**src/rtl/vga_timing_gen_if.sv**
```systemverilog
`default_nettype none
// +--------------------------------------------------------------------------+
// | vga_timing_gen_if                                                        |
// | Raster timing bundle: syncs, visible flag, pixel coordinates, markers.   |
// | Rev 1.0                                                                  |
// +--------------------------------------------------------------------------+
interface vga_timing_gen_if;
    logic       hs;
    logic       vs;
    logic       blank;
    logic [9:0] DrawX;
    logic [9:0] DrawY;
    logic       frame_start;
    logic       line_end;

    modport master (
        output hs, vs, blank, DrawX, DrawY, frame_start, line_end
    );

    modport slave (
        input  hs, vs, blank, DrawX, DrawY, frame_start, line_end
    );
endinterface
`default_nettype wire

```
**src/rtl/vga_timing_gen.sv**
```systemverilog
`default_nettype none
// +--------------------------------------------------------------------------+
// | vga_timing_gen                                                           |
// | 640x480@60 raster counters with zero-skew registered sync/blank decode.  |
// | Rev 1.0                                                                  |
// +--------------------------------------------------------------------------+
module vga_timing_gen #(
    parameter int H_VIS  = 640,
    parameter int H_FP   = 16,
    parameter int H_SYNC = 96,
    parameter int H_BP   = 48,
    parameter int V_VIS  = 480,
    parameter int V_FP   = 10,
    parameter int V_SYNC = 2,
    parameter int V_BP   = 33
) (
    input  wire logic           vga_clk,
    input  wire logic           reset,
    vga_timing_gen_if.master    o_vga
);

    localparam int H_TOT = H_VIS + H_FP + H_SYNC + H_BP;
    localparam int V_TOT = V_VIS + V_FP + V_SYNC + V_BP;

    localparam logic [9:0] c_H_LAST     = 10'(H_TOT - 1);
    localparam logic [9:0] c_V_LAST     = 10'(V_TOT - 1);
    localparam logic [9:0] c_H_VIS      = 10'(H_VIS);
    localparam logic [9:0] c_V_VIS      = 10'(V_VIS);
    localparam logic [9:0] c_HS_START   = 10'(H_VIS + H_FP);
    localparam logic [9:0] c_HS_END     = 10'(H_VIS + H_FP + H_SYNC);
    localparam logic [9:0] c_VS_START   = 10'(V_VIS + V_FP);
    localparam logic [9:0] c_VS_END     = 10'(V_VIS + V_FP + V_SYNC);

    logic [9:0] r_hc;
    logic [9:0] r_vc;
    logic       r_hs;
    logic       r_vs;
    logic       r_blank;
    logic       r_frame_start;
    logic       r_line_end;

    logic       w_h_last;
    logic       w_v_last;
    logic [9:0] w_hc_nxt;
    logic [9:0] w_vc_nxt;

    assign w_h_last = (r_hc == c_H_LAST);
    assign w_v_last = (r_vc == c_V_LAST);
    assign w_hc_nxt = w_h_last ? 10'd0 : (r_hc + 10'd1);
    assign w_vc_nxt = !w_h_last ? r_vc : (w_v_last ? 10'd0 : (r_vc + 10'd1));

    // Flags decode the next-state position so they land on the same edge as
    // the coordinates they describe.
    always_ff @(posedge vga_clk or posedge reset) begin
        if (reset) begin
            r_hc          <= 10'd0;
            r_vc          <= 10'd0;
            r_hs          <= 1'b1;
            r_vs          <= 1'b1;
            r_blank       <= 1'b0;
            r_frame_start <= 1'b0;
            r_line_end    <= 1'b0;
        end else begin
            r_hc          <= w_hc_nxt;
            r_vc          <= w_vc_nxt;
            r_hs          <= !((w_hc_nxt >= c_HS_START) && (w_hc_nxt < c_HS_END));
            r_vs          <= !((w_vc_nxt >= c_VS_START) && (w_vc_nxt < c_VS_END));
            r_blank       <= (w_hc_nxt < c_H_VIS) && (w_vc_nxt < c_V_VIS);
            r_frame_start <= (w_hc_nxt == 10'd0) && (w_vc_nxt == 10'd0);
            r_line_end    <= (w_hc_nxt == c_H_LAST);
        end
    end

    assign o_vga.hs          = r_hs;
    assign o_vga.vs          = r_vs;
    assign o_vga.blank       = r_blank;
    assign o_vga.DrawX       = r_hc;
    assign o_vga.DrawY       = r_vc;
    assign o_vga.frame_start = r_frame_start;
    assign o_vga.line_end    = r_line_end;

endmodule
`default_nettype wire

```
**src/flat_wrapper.sv**
```systemverilog
// flat-port wrapper written by rule: the top's interface ports become plain ports
module vga_timing_gen_flat 
#(
    parameter int H_VIS  = 640,
    parameter int H_FP   = 16,
    parameter int H_SYNC = 96,
    parameter int H_BP   = 48,
    parameter int V_VIS  = 480,
    parameter int V_FP   = 10,
    parameter int V_SYNC = 2,
    parameter int V_BP   = 33
)
  (vga_clk, reset, o_vga_hs, o_vga_vs, o_vga_blank, o_vga_DrawX, o_vga_DrawY, o_vga_frame_start, o_vga_line_end);
  vga_timing_gen_if o_vga_i ();
  input  wire logic vga_clk;
  input  wire logic reset;
  output wire logic [$bits(o_vga_i.hs)-1:0] o_vga_hs;
  output wire logic [$bits(o_vga_i.vs)-1:0] o_vga_vs;
  output wire logic [$bits(o_vga_i.blank)-1:0] o_vga_blank;
  output wire logic [$bits(o_vga_i.DrawX)-1:0] o_vga_DrawX;
  output wire logic [$bits(o_vga_i.DrawY)-1:0] o_vga_DrawY;
  output wire logic [$bits(o_vga_i.frame_start)-1:0] o_vga_frame_start;
  output wire logic [$bits(o_vga_i.line_end)-1:0] o_vga_line_end;
  assign o_vga_hs = o_vga_i.hs;
  assign o_vga_vs = o_vga_i.vs;
  assign o_vga_blank = o_vga_i.blank;
  assign o_vga_DrawX = o_vga_i.DrawX;
  assign o_vga_DrawY = o_vga_i.DrawY;
  assign o_vga_frame_start = o_vga_i.frame_start;
  assign o_vga_line_end = o_vga_i.line_end;
  vga_timing_gen #(.H_VIS(H_VIS), .H_FP(H_FP), .H_SYNC(H_SYNC), .H_BP(H_BP), .V_VIS(V_VIS), .V_FP(V_FP), .V_SYNC(V_SYNC), .V_BP(V_BP)) u_core (.vga_clk(vga_clk), .reset(reset), .o_vga(o_vga_i));
endmodule
```
**config.mk**
```make
export PLATFORM = sky130hd
export DESIGN_NAME = vga_timing_gen_flat
export DESIGN_NICKNAME = d
export VERILOG_FILES = /design/src/rtl/vga_timing_gen_if.sv /design/src/rtl/vga_timing_gen.sv /design/src/flat_wrapper.sv
export SDC_FILE = /design/constraint.sdc
export NUM_CORES = 1
export LEC_CHECK = 0
export CELL_PAD_IN_SITES_DETAIL_PLACEMENT = 1
export CELL_PAD_IN_SITES_GLOBAL_PLACEMENT = 2
export CORE_UTILIZATION = 36
export CTS_BUF_LIST = sky130_fd_sc_hd__clkbuf_2
export DETAILED_ROUTE_END_ITERATION = 6
export HOLD_SLACK_MARGIN = 0.1
export PLACE_DENSITY_LB_ADDON = 0.1
export SLEW_MARGIN = 20
export SYNTH_ARGS = -nofsm -noshare
export SYNTH_HDL_FRONTEND = slang
export SYNTH_SLANG_ARGS = --single-unit
```
**constraint.sdc**
```tcl
create_clock -name vga_clk -period 3.07 [get_ports vga_clk]
set_input_delay 0.4605 -clock vga_clk [delete_from_list [all_inputs] [get_ports vga_clk]]
set_output_delay 0.4605 -clock vga_clk [all_outputs]
set_load 0.1 [all_outputs]
```
Word level (Yosys, flattened, before mapping):

Cells that the tools add are included.

* reductions and logical operators: 8
* magnitude comparators: 6
* add/subtract/negate cells: 2
* mux-type cells: 3
* equal/unequal tests: 3

Operators by type and width (number)
* 10-bit == test (second input constant): 3
* 10-bit two-way mux: 3
* 10-bit by 1-bit adder with 10-bit output (second input constant): 2
* 10-bit zero test: 2
* 10-bit less-than comparator (second input constant): 2
* 10-bit by 9-bit less-than comparator with 1-bit output (second input constant): 2
* 10-bit greater-or-equal comparator (second input constant): 1
* 10-bit by 9-bit greater-or-equal comparator with 1-bit output (second input constant): 1
* 1-bit logical AND: 4
* 1-bit zero test: 2

* register bits after elaboration: 25
* bits of input ports: 2
* logic and storage cells: 29
* output and inout port bits: 25

Logic depth before layout (Yosys ltp):

Gate-level depths: netlist (run 1).

* depth in word-level cells: 6
* gate-level depth with buffers: 8
* depth with buffers taken out: 8

Least setup slack after synthesis (run 1):

OpenSTA, ideal clock, no wires.

* kind: register -> register
* from: reg u_core.r_hc[0], in the netlist u_core.o_vga.DrawX[0]
* to: reg u_core.r_blank, in the netlist u_core.o_vga.blank
* buffers on the path: 0
* cell stages (with the launch flop): 7
* arrival: 2.744 ns
* setup slack: 0.240 ns
* path through: dfrtp_1 > ha_1 > nand4_1 > or3_4 > o311a_1 > o221a_1 > a211oi_2

* cells in the longest elaborated chain, start to end: 4
* elaborated cells on any way between the ends: 7

RTL lines
* from (decl): line vga_timing_gen.sv:34 `logic [9:0] r_hc;`
* from (signal assigned): line vga_timing_gen.sv:64 `r_hc <= w_hc_nxt;`
* 10-bit by 1-bit adder with 10-bit output / 10-bit == test (equally long branches): line vga_timing_gen.sv:49, vga_timing_gen.sv:47
* 10-bit two-way mux (on tied branches): line vga_timing_gen.sv:49, vga_timing_gen.sv:50
* 10-bit less-than comparator / 10-bit by 9-bit less-than comparator with 1-bit output (equally long branches): line vga_timing_gen.sv:68 `r_blank <= (w_hc_nxt < c_H_VIS) && (w_vc_nxt < c_V_VIS);`
* 1-bit logical AND *: line vga_timing_gen.sv:68
* to (signal assigned): line vga_timing_gen.sv:68
* to (decl): line vga_timing_gen.sv:38 `logic r_blank;`

Every way passes the cells marked *; elsewhere a longest branch is shown, timed or not.

Final worst setup path (run 1):

Ends and elaborated chain as after synthesis.

==> reports/metrics.cfg, run 1 <==
[routing]
antenna_left=0
drcViolationCount=0
drtPass1Iterations=4
vias_per_cell=5.93
drtIter0Drc=25
num_vias=1500
drt-total-wl_um=4440
drt-wirelength-per-cell_um=17.5

[clock_tree]
clock_latency_ps=340
path_clk_slew_ps=220
cts_sinks=25
cts_setup_buffers=0
cts_resized=0
cts_root_buffer=clkbuf_2
cts_hold_buf=0
htree_levels=1
cts.path.max_buffers=2
cts_made_buffers=3
tritoncts=built

[layout]
layout_common_cells=buf_4, dfrtp_1, nand2_1, nand3_1, nor2_1
stdcell_count=253
fillers=515
n_antenna_cell=0
area_growth_pct=15.2
final_common_cell=buf_4
layout-drive-gt1-share=0.217
nets=210

[power_and_ir_drop]
total_power_mw=0.466
total_leakage_power_nw=0.787
p_seq_frac=0.708
ir_worst_vdd_mv=0.242
switchingPower_mw=0.101
power_density_nw_per_um2=252
p_comb_frac=0.017
p_int_mw=0.366
power_frac_clock=0.275
swShare=0.216

[synthesis]
asyncSetResetFlopFracSynth=1.00
synth_area_um2=1610
yosys.area.top_type=dfrtp_1
synth_top_area_frac=0.359
synth_area_per_cell_um2=8.87
synth-seq-cells=25
seq_area_frac_synth=0.391
ys.flop_type=dfrtp_1
ys_warn_count=0
synth-edff-count=0
synthDistinctLibCells=51
synth_cells=181
synth_area_leaders=dfrtp_1, nand3_1, xnor2_1, nand2_1, dfstp_2
synth_nets=187

[place]
placed_cells=249
pre_cts_slack_ps=654
detailed_place_hpwl_um=3340
port_buffers=26
gp_congestion=0.870

[sta]
fin_setup_tns_ps=0
fmax_ghz=0.406
rsz0062_at_grt=no
fin_skew_ps=3.93
slew_violations=0
slew_headroom=0.379
setup_viol=0
setup_ws_ps=607
hold_violations=0
post-route-period-util=0.802
min_period_ps=2460
worst-slew-pin-transition_ps=926

[floorplanning]
coreArea_um2=4140
die_area_um2=4730
dieWidth_um=68.8
initial_core_util=0.387
io_pins=27
dieHeight_um=68.8
rows=23

[setup_path]
worst_setup_path_start_kind=flop
critical_path_class=flop to flop
required_ps=3350
crit_path_end_kind=flop
crit_path_max_fanout=12
worst_ep_arrival_time_ps=2740

[run_status]
status=finished clean

[global_routing]
grt_pass1_wl_um=7290
grt_start_max_net_pins=26
grt_overflow=0
track_usage=0.212
first_global_vias=1436
antenna_found_initial=0

[min_path]
min_path_type=input port to asynchronous set/reset pin

[flow_run]
cap_violations=0

## flip-flops by register name, summed over array words and instances, names as in the netlist
register / cells
u_core.o_vga.DrawX: 10
u_core.o_vga.DrawY: 10
u_core.o_vga.blank: 1
u_core.o_vga.frame_start: 1
u_core.o_vga.hs: 1
u_core.o_vga.line_end: 1
u_core.o_vga.vs: 1
## synth_stat cells (all sizes together) (3+ instances only)
master,n
a211oi,4
a21oi,7
and3,5
and4,4
buf,3
clkbuf,6
dfrtp,23
ha,4
inv,8
nand2,16
nand3,14
nand4,7
nor2,11
nor3,7
nor4,4
o2111ai,4
o21ai,7
or2,4
or3,5
xnor2,7
xor2,3
## metal layers
layer	wire, um	vias up	global-route usage
met1	2190	744	0.307
met3	186	8	0.0461
met5	0	-	0
li1	-	712	-
met4	52	0	0.0561
met2	2020	36	0.315
## logic make-up (layout without fill, tap and decap cells)
| logic type | after synthesis | in the layout | synth area share |
|---|---|---|---|
| buffers and inverters | 18 | 40 | 0.0483 |
| AND/OR/NAND/NOR | 82 | 82 | 0.277 |
| adder cells (fa/ha/maj) | 4 | 4 | 0.0312 |
| XOR/XNOR | 10 | 10 | 0.0546 |
| multiplexers | 2 | 2 | 0.0132 |
| flip-flops | 25 | 25 | 0.391 |
| AO/OA/AOI/OAI | 40 | 40 | 0.185 |
## critical path, stage by stage, from the launching register on
cell	delay [ps]
dfrtp_1	480
ha_1	330
nand4_1	220
or3_4	520
o311a_1	370
o221a_1	300
a211oi_2	200
## layout make-up
class | count | area (um2) | share of cell area
sequential | 25 | 628 | 0.340
inverter | 9 | 33.8 | 0.0183
multi-input combinational | 138 | 900 | 0.486
timing repair buffer | 27 | 205 | 0.111
tap | 50 | 62.6 | 0.0338
clock buffer | 4 | 20.0 | 0.0108
## path summary, 6_finish.rpt
path / start / to / slack, ps / depth (start not counted)
max: u_core.o_vga.DrawX[0] / u_core.o_vga.blank / 610 / 6
min: reset / u_core.o_vga.DrawY[5] / 480 / 2
max reg2reg: u_core.o_vga.DrawX[0] / u_core.o_vga.blank / 610 / 6
min reg2reg: u_core.o_vga.DrawX[0] / u_core.o_vga.DrawX[0] / 550 / 1
max in group asynchronous: reset / u_core.o_vga.frame_start / 2170 / 2
min in group vga_clk: u_core.o_vga.DrawX[0] / u_core.o_vga.DrawX[0] / 550 / 1
## per-stage QoR
stage | utilization | cell area (um2) | hold slack [ps]
6_report | 0.446 | 1850 | 480
5_1_grt | 0.446 | 1850 | 510
3_5_place_dp | 0.441 | 1830 | 528
3_3_place_gp | 0.441 | 1830 | 507
4_1_cts | 0.446 | 1850 | 556
2_1_floorplan | - | 1610 | 486
## power by group through the flow
| stage | sequential (mW) | combinational [mW] | clock, mW |
|---|---|---|---|
| 2_1_floorplan | 0.336 | 0.00487 | 0 |
| 3_3_place_gp | 0.336 | 0.00786 | 0 |
| 3_5_place_dp | 0.336 | 0.00827 | 0 |
| 4_1_cts | 0.330 | 0.00824 | 0.141 |
| 5_1_grt | 0.330 | 0.00955 | 0.150 |
| 6_report | 0.330 | 0.00778 | 0.128 |
Note: power is estimated with default switching activity, not from simulation.
==> run 2, diff against run 1 <==
--- a/config.mk
+++ b/config.mk
@@ -7,7 +7,7 @@
 export LEC_CHECK = 0
 export CELL_PAD_IN_SITES_DETAIL_PLACEMENT = 1
 export CELL_PAD_IN_SITES_GLOBAL_PLACEMENT = 2
-export CORE_UTILIZATION = 36
+export CORE_UTILIZATION = 33
 export CTS_BUF_LIST = sky130_fd_sc_hd__clkbuf_2
 export DETAILED_ROUTE_END_ITERATION = 6
 export HOLD_SLACK_MARGIN = 0.1
==> constraint.sdc (replaced) <==
create_clock -name vga_clk -period 2.5 [get_ports vga_clk]
set_input_delay 0.375 -clock vga_clk [delete_from_list [all_inputs] [get_ports vga_clk]]
set_output_delay 0.375 -clock vga_clk [all_outputs]
set_load 0.1 [all_outputs]
==> run 2 against run 1 <==
Final area grew 3.5%. Largest cell class unchanged. Sequential share of layout area shrank 0.37 points. First-iteration DRC count grew to 2.8 times the previous value. Critical path type unchanged. Clock skew is essentially flat. Utilization shrank 3.8 points.
==> reports/metrics.cfg, run 2 (synthesized netlist as in run 1, its figures left out) <==
[power_and_ir_drop]
switchingPower_mw=0.132  ; +31%
swShare=0.229  ; +0.0133
power_frac_clock=0.277  ; +0.002
power_density_nw_per_um2=301  ; +19%
total_leakage_power_nw=0.796  ; +1.1%
p_comb_frac=0.019  ; +0.002
p_int_mw=0.444  ; +21%
ir_worst_vdd_mv=0.175  ; -28%
p_seq_frac=0.704  ; -0.004

[setup_path]
critical-path-top-delay-family=compound AO/OA/AOI/OAI gates
max_stage_delay_ps=510  ; about the same
worst_ep_arrival_time_ps=2630  ; -110 ps
critical_path_class=flop to flop
crit_path_max_fanout=12  ; unchanged
required_ps=2780  ; -570 ps
crit_buf_inv=0  ; unchanged
path_cells=ha_2 -> nand4_1 -> or3_4 -> o311a_1 -> o221a_1 -> a211oi_2
worst_setup_path_start_kind=flop
crit_path_end_kind=flop
slowest_stage=or3_4

[routing]
num_vias=1475  ; -1.7%
drt-wirelength-per-cell_um=17.5  ; -0.16%
antenna_left=0  ; unchanged
drtIter0Drc=71  ; +180%
drtPass1Iterations=4  ; unchanged
vias_per_cell=5.65  ; -4.7%
drcViolationCount=0  ; unchanged
wl_met3_um=77  ; -59%
routed-wl-met2_um=2300  ; +14%
wl_met1_um=2100  ; -3.7%
dr.max_layer_used=met4
drt-total-wl_um=4570  ; +3.0%

[sta]
rsz0062_at_grt=no
slew_headroom=0.725  ; +0.346
worst-slew-pin-transition_ps=409  ; -517 ps
setup_viol=0  ; unchanged
hold_violations=0  ; unchanged
slew_violations=0  ; unchanged
min_period_ps=2340  ; -121 ps
fin_skew_ps=3.61  ; -0.316 ps
fmax_ghz=0.427  ; +5.2%
post-route-period-util=0.937  ; +0.135
hold-worst-slack_ps=347  ; -132 ps

[global_routing]
track_usage=0.194  ; -0.0177
grt_pass1_wl_um=7870  ; +8.0%
grt_overflow=0  ; unchanged
grt_start_max_net_pins=26  ; unchanged
first_global_vias=1585  ; +10%
antenna_found_initial=0  ; unchanged

[floorplanning]
initial_core_util=0.342  ; -0.0452
dieWidth_um=71.7  ; +4.3%
rows=25  ; +8.7%
io_pins=27  ; unchanged
die_area_um2=5150  ; +8.8%
dieHeight_um=71.7  ; +4.3%
coreArea_um2=4690  ; +13%

[place]
placed_area_um2=1890  ; +3.4%
gp_congestion=0.810  ; -6.9%
detailed_place_hpwl_um=3440  ; +3.0%
placed_cells=257  ; +3.2%
port_buffers=26  ; unchanged

[run_status]
status=finished clean

[layout]
nets=214  ; +1.9%
fillers=584  ; +13%
final_cell_area_um2=1910  ; +3.5%
n_antenna_cell=0  ; unchanged
layout-drive-gt1-share=0.295  ; +0.0779
final_common_cell=buf_4
stdcell_count=261  ; +3.2%
fin_util=0.408  ; -0.0383
layout_common_cells=buf_4, nand2_1, nand3_1, dfrtp_2
area_growth_pct=19.3

[clock_tree]
cts_hold_buf=0  ; unchanged
htree_levels=1  ; unchanged
tritoncts=built
cts_setup_buffers=0  ; unchanged
cts_sinks=25  ; unchanged
cts_made_buffers=3  ; unchanged
path_clk_slew_ps=240  ; +20 ps
cts_root_buffer=clkbuf_2
clock_latency_ps=340  ; about the same
cts.path.max_buffers=2  ; unchanged

[min_path]
min_path_type=input port to asynchronous set/reset pin

[flow_run]
cap_violations=0  ; unchanged

run 2: worst paths after layout:
check | from | end | slack, ps | cells past startpoint
worst max-delay path | u_core.o_vga.DrawX[0] | u_core.o_vga.blank | 160 | 6
worst min-delay path | reset | u_core.o_vga.DrawX[6] | 350 | 3
worst max register to register | u_core.o_vga.DrawX[0] | u_core.o_vga.blank | 160 | 6
worst min register to register | u_core.o_vga.DrawX[0] | u_core.o_vga.DrawX[0] | 520 | 1
max in group asynchronous | reset | u_core.o_vga.vs | 1860 | 3
min in group vga_clk | u_core.o_vga.DrawX[0] | u_core.o_vga.DrawX[0] | 520 | 1
run 2: final cells by class:
class	instances	area (um2)	share of cell area
Multi-Input combinational cell	138	902	0.471
Clock inverter	1	5.00	0.00261
Inverter	9	33.8	0.0176
Timing Repair Buffer	31	248	0.129
Sequential cell	25	643	0.336
Tap cell	54	67.6	0.0353
Clock buffer	3	15.0	0.00784
run 2: metal layers:
layer	GRT usage	vias to the layer above
li1	-	720
met5	0	-
met1	0.245	728
met4	0.0784	0
met3	0.0197	6
met2	0.340	21
run 2: worst reg2reg max path, cell delays in order, from the launching register on:
cell and delay [ps]:
dfrtp_2 460, ha_2 270, nand4_1 180, or3_4 510
o311a_1 360, o221a_1 300, a211oi_2 210
run 2: through the flow:
step | worst slack (ps) | setup TNS (ps) | power [mW]
CTS | 86.8 | 0 | 0.594
global route | 36.7 | 0 | 0.608
floorplan | -22.3 | -22.3 | 0.418
global placement | 249 | 0 | 0.423
detailed placement | 124 | 0 | 0.424
finish | 158 | 0 | 0.576
run 2: repair_timing:
action / in CTS / in global routing
resized for setup: 0 / 1
endpoints found under the hold margin: 0 / 0
endpoints found under the setup margin: 0 / 2
run 2: power by group through the flow:
stage	combinational (mW)	sequential (mW)	clock (mW)
6_report	0.0110	0.405	0.160
5_1_grt	0.0130	0.406	0.189
4_1_cts	0.0119	0.406	0.176
3_5_place_dp	0.0120	0.412	0
3_3_place_gp	0.0112	0.412	0
2_1_floorplan	0.00597	0.412	0
